**src/rtl/branch_resolver_if.sv**
```systemverilog
// Bus between fetch and the branch resolver: flag writes, request, result and statistics.
interface branch_resolver_if #(
  parameter int PC_WIDTH  = 16,
  parameter int BW        = 1,
  parameter int CNT_WIDTH = 16
);
  logic                 flag_we;
  logic [BW-1:0]        flag_wbank;
  logic [3:0]           flags_in;
  logic                 req_valid;
  logic                 req_ready;
  logic [2:0]           op_tf;
  logic [2:0]           cond;
  logic [BW-1:0]        flag_rbank;
  logic [PC_WIDTH-1:0]  pc_plus1;
  logic [PC_WIDTH-1:0]  target;
  logic [PC_WIDTH-1:0]  reg_b;
  logic                 flush;
  logic                 res_valid;
  logic                 res_ready;
  logic                 taken;
  logic [PC_WIDTH-1:0]  next_pc;
  logic                 link_we;
  logic [PC_WIDTH-1:0]  link_pc;
  logic                 illegal;
  logic [CNT_WIDTH-1:0] taken_cnt;
  logic [CNT_WIDTH-1:0] ntaken_cnt;

  modport master (
    output flag_we, flag_wbank, flags_in, req_valid, op_tf, cond, flag_rbank,
           pc_plus1, target, reg_b, flush, res_ready,
    input  req_ready, res_valid, taken, next_pc, link_we, link_pc, illegal,
           taken_cnt, ntaken_cnt
  );

  modport slave (
    input  flag_we, flag_wbank, flags_in, req_valid, op_tf, cond, flag_rbank,
           pc_plus1, target, reg_b, flush, res_ready,
    output req_ready, res_valid, taken, next_pc, link_we, link_pc, illegal,
           taken_cnt, ntaken_cnt
  );
endinterface

```
**src/rtl/branch_resolver.sv**
```systemverilog
// Branch resolver: banked O/S/C/Z flag registers, one-cycle branch evaluation,
// valid/ready result towards fetch and saturating taken/not-taken statistics.
module branch_resolver #(
  parameter int PC_WIDTH  = 16,
  parameter int NUM_BANKS = 2,
  parameter int BYPASS    = 1,
  parameter int CNT_WIDTH = 16
) (
  input logic        clk,
  input logic        rst_n,
  branch_resolver_if.slave bus
);
  localparam int BW = (NUM_BANKS > 1) ? $clog2(NUM_BANKS) : 1;

  typedef enum logic [2:0] {
    OP_JF    = 3'b000,
    OP_JT    = 3'b001,
    OP_J     = 3'b010,
    OP_JAL   = 3'b011,
    OP_JR    = 3'b100,
    OP_NEVER = 3'b111
  } op_e;

  typedef enum logic [2:0] {
    C_TRUE    = 3'b000,
    C_NEG     = 3'b001,
    C_ZERO    = 3'b010,
    C_CARRY   = 3'b100,
    C_NEGZERO = 3'b101,
    C_OVF     = 3'b111
  } cond_e;

  logic [3:0]           r_bank [NUM_BANKS];
  logic                 r_res_valid;
  logic                 r_taken;
  logic [PC_WIDTH-1:0]  r_next_pc;
  logic                 r_link_we;
  logic [PC_WIDTH-1:0]  r_link_pc;
  logic                 r_illegal;
  logic [CNT_WIDTH-1:0] r_taken_cnt;
  logic [CNT_WIDTH-1:0] r_ntaken_cnt;

  logic [3:0]           w_rd_flags;
  logic                 w_rd_valid;
  logic [3:0]           w_eval;
  logic                 w_c;
  logic                 w_cond_ill;
  logic                 w_taken;
  logic [PC_WIDTH-1:0]  w_next_pc;
  logic                 w_link;
  logic                 w_illegal;
  logic                 w_req_ready;
  logic                 w_accept;
  logic                 w_deliver;

  assign w_req_ready = !bus.flush && (!r_res_valid || bus.res_ready);
  assign w_accept    = bus.req_valid && w_req_ready;
  assign w_deliver   = r_res_valid && bus.res_ready && !bus.flush;

  // Bank read with out-of-range banks returning zero, plus optional write forwarding.
  always_comb begin
    w_rd_flags = '0;
    w_rd_valid = 1'b0;
    for (int unsigned i = 0; i < NUM_BANKS; i++) begin
      if (bus.flag_rbank == BW'(i)) begin
        w_rd_flags = r_bank[i];
        w_rd_valid = 1'b1;
      end
    end
    w_eval = w_rd_flags;
    if ((BYPASS != 0) && bus.flag_we && w_rd_valid && (bus.flag_wbank == bus.flag_rbank))
      w_eval = bus.flags_in;
  end

  // Condition and branch-type decode; flags are {O,S,C,Z}.
  always_comb begin
    w_c        = 1'b0;
    w_cond_ill = 1'b0;
    case (cond_e'(bus.cond))
      C_TRUE:    w_c = 1'b1;
      C_NEG:     w_c = w_eval[2];
      C_ZERO:    w_c = w_eval[0];
      C_CARRY:   w_c = w_eval[1];
      C_NEGZERO: w_c = w_eval[2] | w_eval[0];
      C_OVF:     w_c = w_eval[3];
      default:   w_cond_ill = 1'b1;
    endcase

    w_taken   = 1'b0;
    w_next_pc = bus.pc_plus1;
    w_link    = 1'b0;
    w_illegal = w_cond_ill;
    case (op_e'(bus.op_tf))
      OP_NEVER: w_taken = 1'b0;
      OP_JF:    w_taken = !w_c;
      OP_JT:    w_taken = w_c;
      OP_J:     w_taken = 1'b1;
      OP_JAL:   begin w_taken = 1'b1; w_link = 1'b1; end
      OP_JR:    w_taken = 1'b1;
      default:  w_illegal = 1'b1;
    endcase
    if (w_taken)
      w_next_pc = ((op_e'(bus.op_tf) == OP_JAL) || (op_e'(bus.op_tf) == OP_JR)) ? bus.reg_b : bus.target;
  end

  // Flag banks, result registers and statistics counters.
  always_ff @(posedge clk) begin
    if (!rst_n) begin
      for (int unsigned i = 0; i < NUM_BANKS; i++) r_bank[i] <= '0;
      r_res_valid  <= 1'b0;
      r_taken      <= 1'b0;
      r_next_pc    <= '0;
      r_link_we    <= 1'b0;
      r_link_pc    <= '0;
      r_illegal    <= 1'b0;
      r_taken_cnt  <= '0;
      r_ntaken_cnt <= '0;
    end else begin
      for (int unsigned i = 0; i < NUM_BANKS; i++)
        if (bus.flag_we && (bus.flag_wbank == BW'(i))) r_bank[i] <= bus.flags_in;

      // link_we only ever describes a held jal, so it drops whenever the slot empties
      if (bus.flush) begin
        r_res_valid <= 1'b0;
        r_link_we   <= 1'b0;
      end else if (w_accept) begin
        r_res_valid <= 1'b1;
        r_taken     <= w_taken;
        r_next_pc   <= w_next_pc;
        r_link_we   <= w_link;
        r_illegal   <= w_illegal;
        if (w_link) r_link_pc <= bus.pc_plus1;
      end else if (w_deliver) begin
        r_res_valid <= 1'b0;
        r_link_we   <= 1'b0;
      end

      if (w_deliver) begin
        if (r_taken) begin
          if (r_taken_cnt != '1) r_taken_cnt <= r_taken_cnt + CNT_WIDTH'(1);
        end else begin
          if (r_ntaken_cnt != '1) r_ntaken_cnt <= r_ntaken_cnt + CNT_WIDTH'(1);
        end
      end
    end
  end

  assign bus.req_ready  = w_req_ready;
  assign bus.res_valid  = r_res_valid;
  assign bus.taken      = r_taken;
  assign bus.next_pc    = r_next_pc;
  assign bus.link_we    = r_link_we;
  assign bus.link_pc    = r_link_pc;
  assign bus.illegal    = r_illegal;
  assign bus.taken_cnt  = r_taken_cnt;
  assign bus.ntaken_cnt = r_ntaken_cnt;
endmodule

```
**src/flat_wrapper.sv**
```systemverilog
// flat-port wrapper written by rule: the top's interface ports become plain ports
module branch_resolver_flat 
#(
  parameter int PC_WIDTH  = 16,
  parameter int NUM_BANKS = 2,
  parameter int BYPASS    = 1,
  parameter int CNT_WIDTH = 16
)
  (clk, rst_n, bus_flag_we, bus_flag_wbank, bus_flags_in, bus_req_valid, bus_op_tf, bus_cond, bus_flag_rbank, bus_pc_plus1, bus_target, bus_reg_b, bus_flush, bus_res_ready, bus_req_ready, bus_res_valid, bus_taken, bus_next_pc, bus_link_we, bus_link_pc, bus_illegal, bus_taken_cnt, bus_ntaken_cnt);
  branch_resolver_if #(.PC_WIDTH(PC_WIDTH), .BW(1), .CNT_WIDTH(CNT_WIDTH)) bus_i ();
  input logic clk;
  input logic rst_n;
  input wire logic [$bits(bus_i.flag_we)-1:0] bus_flag_we;
  input wire logic [$bits(bus_i.flag_wbank)-1:0] bus_flag_wbank;
  input wire logic [$bits(bus_i.flags_in)-1:0] bus_flags_in;
  input wire logic [$bits(bus_i.req_valid)-1:0] bus_req_valid;
  input wire logic [$bits(bus_i.op_tf)-1:0] bus_op_tf;
  input wire logic [$bits(bus_i.cond)-1:0] bus_cond;
  input wire logic [$bits(bus_i.flag_rbank)-1:0] bus_flag_rbank;
  input wire logic [$bits(bus_i.pc_plus1)-1:0] bus_pc_plus1;
  input wire logic [$bits(bus_i.target)-1:0] bus_target;
  input wire logic [$bits(bus_i.reg_b)-1:0] bus_reg_b;
  input wire logic [$bits(bus_i.flush)-1:0] bus_flush;
  input wire logic [$bits(bus_i.res_ready)-1:0] bus_res_ready;
  output wire logic [$bits(bus_i.req_ready)-1:0] bus_req_ready;
  output wire logic [$bits(bus_i.res_valid)-1:0] bus_res_valid;
  output wire logic [$bits(bus_i.taken)-1:0] bus_taken;
  output wire logic [$bits(bus_i.next_pc)-1:0] bus_next_pc;
  output wire logic [$bits(bus_i.link_we)-1:0] bus_link_we;
  output wire logic [$bits(bus_i.link_pc)-1:0] bus_link_pc;
  output wire logic [$bits(bus_i.illegal)-1:0] bus_illegal;
  output wire logic [$bits(bus_i.taken_cnt)-1:0] bus_taken_cnt;
  output wire logic [$bits(bus_i.ntaken_cnt)-1:0] bus_ntaken_cnt;
  assign bus_i.flag_we = bus_flag_we;
  assign bus_i.flag_wbank = bus_flag_wbank;
  assign bus_i.flags_in = bus_flags_in;
  assign bus_i.req_valid = bus_req_valid;
  assign bus_i.op_tf = bus_op_tf;
  assign bus_i.cond = bus_cond;
  assign bus_i.flag_rbank = bus_flag_rbank;
  assign bus_i.pc_plus1 = bus_pc_plus1;
  assign bus_i.target = bus_target;
  assign bus_i.reg_b = bus_reg_b;
  assign bus_i.flush = bus_flush;
  assign bus_i.res_ready = bus_res_ready;
  assign bus_req_ready = bus_i.req_ready;
  assign bus_res_valid = bus_i.res_valid;
  assign bus_taken = bus_i.taken;
  assign bus_next_pc = bus_i.next_pc;
  assign bus_link_we = bus_i.link_we;
  assign bus_link_pc = bus_i.link_pc;
  assign bus_illegal = bus_i.illegal;
  assign bus_taken_cnt = bus_i.taken_cnt;
  assign bus_ntaken_cnt = bus_i.ntaken_cnt;
  branch_resolver #(.PC_WIDTH(PC_WIDTH), .NUM_BANKS(NUM_BANKS), .BYPASS(BYPASS), .CNT_WIDTH(CNT_WIDTH)) u_core (.clk(clk), .rst_n(rst_n), .bus(bus_i));
endmodule
```
**config.mk**
```make
export PLATFORM = sky130hd
export DESIGN_NAME = branch_resolver_flat
export DESIGN_NICKNAME = d
export VERILOG_FILES = /design/src/rtl/branch_resolver_if.sv /design/src/rtl/branch_resolver.sv /design/src/flat_wrapper.sv
export SDC_FILE = /design/constraint.sdc
export NUM_CORES = 1
export LEC_CHECK = 0
export ABC_AREA = 1
export CAP_MARGIN = 20
export CORE_ASPECT_RATIO = 0.75
export CORE_MARGIN = 3
export CORE_UTILIZATION = 41
export CTS_CLUSTER_SIZE = 16
export DETAILED_ROUTE_END_ITERATION = 12
export PLACE_DENSITY = 0.76
export SETUP_SLACK_MARGIN = 0.05
export SKIP_CTS_REPAIR_TIMING = 1
export SLEW_MARGIN = 5
export SYNTH_ARGS = -nofsm -noshare
export SYNTH_HDL_FRONTEND = slang
export SYNTH_SLANG_ARGS = --single-unit
```
**constraint.sdc**
```tcl
create_clock -name clk -period 2 [get_ports clk]
set_input_delay 0.6 -clock clk [delete_from_list [all_inputs] [get_ports clk]]
set_output_delay 0.6 -clock clk [all_outputs]
set_load 0.02 [all_outputs]
```
==> summary.md <==
| Metric | Value |
|---|---|
| Critical path's largest stage delay | `0.41 ns` |
| Wire length on met3 | `1070 um` |
| Unrepaired setup endpoints after global routing | `yes` |
| Peak Freq | `520 MHz` |
| Layout area overhead | `67.4%` |
| H-Tree Depth | `3` |
| CP required | `2.27 ns` |
| Clock transition at path regs | `0.06 ns` |
| Yosys Warn Count | `0` |
| Synth Instances | `535` |
| Largest net degree at the start of global routing | `33` |
| Setup slack, reg-to-reg | `0.12 ns` |
| Worst-path fanout max | `6` |
| IO Port Bufs | `134` |
| Worst setup SP type | `input port` |
| Final WS setup | `0.0779 ns` |
| Crit path DAT | `2.20 ns` |
| Detailed Route Iter0 Violations | `346` |
| Hold Vio Cnt, Final | `0` |
| Routability cong. | `0.884` |
| Setup tns final | `0 ns` |
| CTS sink count | `76` |
| Min Hold Slack | `0.482 ns` |
| Post-Syn Area | `3950 um^2` |
| Floorplan row count | `30` |
| Total number of vias | `4470` |
| Seq/Total Area, Yosys | `0.406` |
| Io pins | `135` |
| Final Core Density | `0.719` |
| Antenna Nets Post-Route | `0` |
| Period utilization | `0.961` |
| Fillcell total | `700` |
| Layout Skew | `0.00741 ns` |
| Skew-Pair Late Insertion Delay | `0.34 ns` |
| Delay-heaviest family, CP | `buffers and inverters` |
| Crit path cell chain | `clkdlybuf4s50_1, inv_2, nand3_2, nand3_2, nand3_4, o21ai_4, nand3_4, clkbuf_16, nand2_4, nand3_2, a21oi_2` |
| Net Sw Frac | `0.265` |
| Seq cells post-synth | `76` |
| Worst hold path class | `reg2reg` |
| Clock share of power | `0.384` |
| Post-synthesis cell type count | `33` |
| TritonCTS Buffers | `9` |
| Diode count | `0` |
| DPL Wire Length | `9360 um` |
| Routed vias/inst | `5.22` |
| Wire per inst | `15.8 um` |
| Die area | `10900 um^2` |
| WL met2 | `6550 um` |
| Clk buf depth | `2` |
| Worst-margin pin slew | `0.404 ns` |
| Highest Signal Layer | `met4` |
| First-pass GRT wire length | `20500 um` |
| Critical Setup Path Class | `in2reg` |
| TritonCTS clock tree | `done` |
| Max-cap violations | `0` |
| R2R Path End | `u_core.bus.next_pc[11]$_SDFFE_PN0P_` |
| Post-layout minimum cycle time | `1.92 ns` |
| Vias in the first global route | `4244` |
| CP endpoint | `u_core.bus.next_pc[11]$_SDFFE_PN0P_` |
| M1 wire length | `5650 um` |
| Root Driver | `clkbuf_16` |
| FF-to-FF path depth | `10` |
| Initial antenna violation count | `0` |
| Share of layout cells above drive strength 1 | `0.239` |
| Initial core utilization | `0.429` |
| Critical path's slowest cell | `clkdlybuf4s50_1` |
| Power share of the sequential group | `0.419` |
| GRT overflow | `0` |
| Die Y-Extent | `91.0 um` |
| Synthesized net count | `603` |
| Nets | `793` |
| Die Width | `119 um` |
| Final setup viols | `0` |
| Critical Path Most Common Cell | `nand3_2` |
| Reg-to-Reg Start | `u_core.r_bank[0][3]$_DFFE_PP_` |
| Critical path capture point type | `flop` |
| GRT Overall Usage | `0.231` |
| Total internal power | `0.00284 W` |
| DRT Wirelength | `13500 um` |
| Leakage | `3.35 nW` |
| Rel. slew slack | `0.728` |
| # DRC | `0` |
| Status | `finished, final reports clean` |
| Combinational fraction of design power | `0.197` |
| Syn_area_per_cell | `7.38 um^2` |
| VDD IR-drop max | `0.363 mV` |
| Sw Pwr | `0.00102 W` |
| Critical Path Stages | `11` |
| Post-place setup slack | `-0.725 ns` |
| Worst Setup SP | `bus_flags_in[3]` |
| Fin. max-slew vios | `0` |
| Detailed Routing Iterations Pass 1 | `5` |
| CORE AREA | `9200 um^2` |
| Pwr dens | `584 nW/um^2` |
| Buf/Inv on CP | `3` |
==> cell usage in the layout (no fill, tap or decap), types with 6 or more instances in the layout <==
cell             netlist  routed
nand2_1              103      92
clkdlybuf4s50_1        0      82
inv_1                 70      65
dfxtp_1               68      65
buf_4                  0      51
dlymetal6s2s_1         0      48
a21oi_1               50      46
o21ai_0               36      35
nand3_1               34      21
nor2_1                30      20
nand3_2               10      20
nand2_2               13      19
nand4_1               19      19
mux2i_1               16      15
a21oi_2                9      13
clkbuf_16              0      11
nor3_1                14      10
nor2_2                 0      10
buf_6                  2       8
edfxtp_1               8       8
xor2_1                 6       6
buf_12                 0       6
==> flip-flops by register name, indices dropped and copies added, names as in the netlist <==
name	cells
u_core.bus.res_valid	1
u_core.bus.link_pc	16
u_core.r_bank	8
u_core.bus.taken	1
u_core.bus.next_pc	16
u_core.bus.ntaken_cnt	16
u_core.bus.link_we	1
u_core.bus.illegal	1
u_core.bus.taken_cnt	16
==> through the flow <==
step,cells,total power [W],cell area [um^2]
2_1_floorplan,535,0.00197,3960
3_3_place_gp,827,0.00229,5800
3_5_place_dp,827,0.00230,5800
4_1_cts,842,0.00377,6060
5_1_grt,857,0.00399,6610
6_report,857,0.00386,6610
==> synthesized netlist by cell type, drive strengths merged <==
master,count,area [um^2]
ha,2,25.0
and3,1,6.26
nor2,30,113
xor2,6,52.6
a211oi,1,12.5
a21oi,59,329
clkbuf,12,45.0
nor3b,4,30.0
or2,1,6.26
clkinv,1,3.75
o21ai,37,196
edfxtp,8,240
buf,9,56.3
nand4,19,119
nand2,116,468
mux2i,16,160
dfxtp,68,1360
nor4,5,31.3
o21a,2,15.0
inv,72,270
o21bai,2,15.0
a31oi,4,25.0
nor3,15,80.1
nand3,45,288
==> power by group through the flow <==
stage / combinational [W] / sequential, W / clock (W)
finish: 0.000761 / 0.00161 / 0.00148
global route: 0.000815 / 0.00162 / 0.00156
CTS: 0.000657 / 0.00161 / 0.00150
detailed placement: 0.000655 / 0.00165 / 0
global placement: 0.000642 / 0.00165 / 0
floorplan: 0.000288 / 0.00168 / 0
==> worst min path at each step <==
stage	from	to	slack (ns)	cells past startpoint
after floorplan	u_core.bus.next_pc[0]$_SDFFE_PN0P_	u_core.bus.next_pc[0]$_SDFFE_PN0P_	0.55	2
after global placement	u_core.bus.next_pc[6]$_SDFFE_PN0P_	u_core.bus.next_pc[6]$_SDFFE_PN0P_	0.46	2
after detailed placement	u_core.bus.next_pc[6]$_SDFFE_PN0P_	u_core.bus.next_pc[6]$_SDFFE_PN0P_	0.46	2
after CTS	u_core.bus.next_pc[6]$_SDFFE_PN0P_	u_core.bus.next_pc[6]$_SDFFE_PN0P_	0.47	2
after global routing	u_core.bus.next_pc[7]$_SDFFE_PN0P_	u_core.bus.next_pc[7]$_SDFFE_PN0P_	0.49	2
final	u_core.bus.next_pc[12]$_SDFFE_PN0P_	u_core.bus.next_pc[12]$_SDFFE_PN0P_	0.48	2
==> worst min-delay path: cells and delay by family (launching register included) <==
kind               cells  cell delay [ns]
AOI/OAI and AO/OA      1             0.05
DFF                    1             0.31
and+or+nand+nor        1             0.08
==> cell families (layout without fill, tap and decap cells) <==
family          count (synthesis)  after routing  synth area share
mux                            16             16            0.0406
flops                          76             76             0.406
xor+xnor                        6              6            0.0133
compound gates                105            105             0.150
simple gates                  236            237             0.289
fa+ha+maj                       2              2           0.00634
buf+inv                        94            287            0.0951
==> layout make-up <==
| type | instances | area (um^2) | share of cell area |
|---|---|---|---|
| Multi-Input combinational cell | 366 | 2200 | 0.333 |
| Timing Repair Buffer | 199 | 2090 | 0.317 |
| Sequential cell | 76 | 1610 | 0.243 |
| Inverter | 73 | 284 | 0.0430 |
| Clock buffer | 13 | 250 | 0.0379 |
| Tap cell | 128 | 160 | 0.0242 |
| Clock inverter | 2 | 12.5 | 0.00189 |
==> metal layers <==
metal	vias to the layer above	track usage
li1	2167	-
met1	2061	0.298
met2	213	0.366
met3	29	0.0672
met4	0	0.0867
met5	-	0
Power figures use the tool's default switching activity.
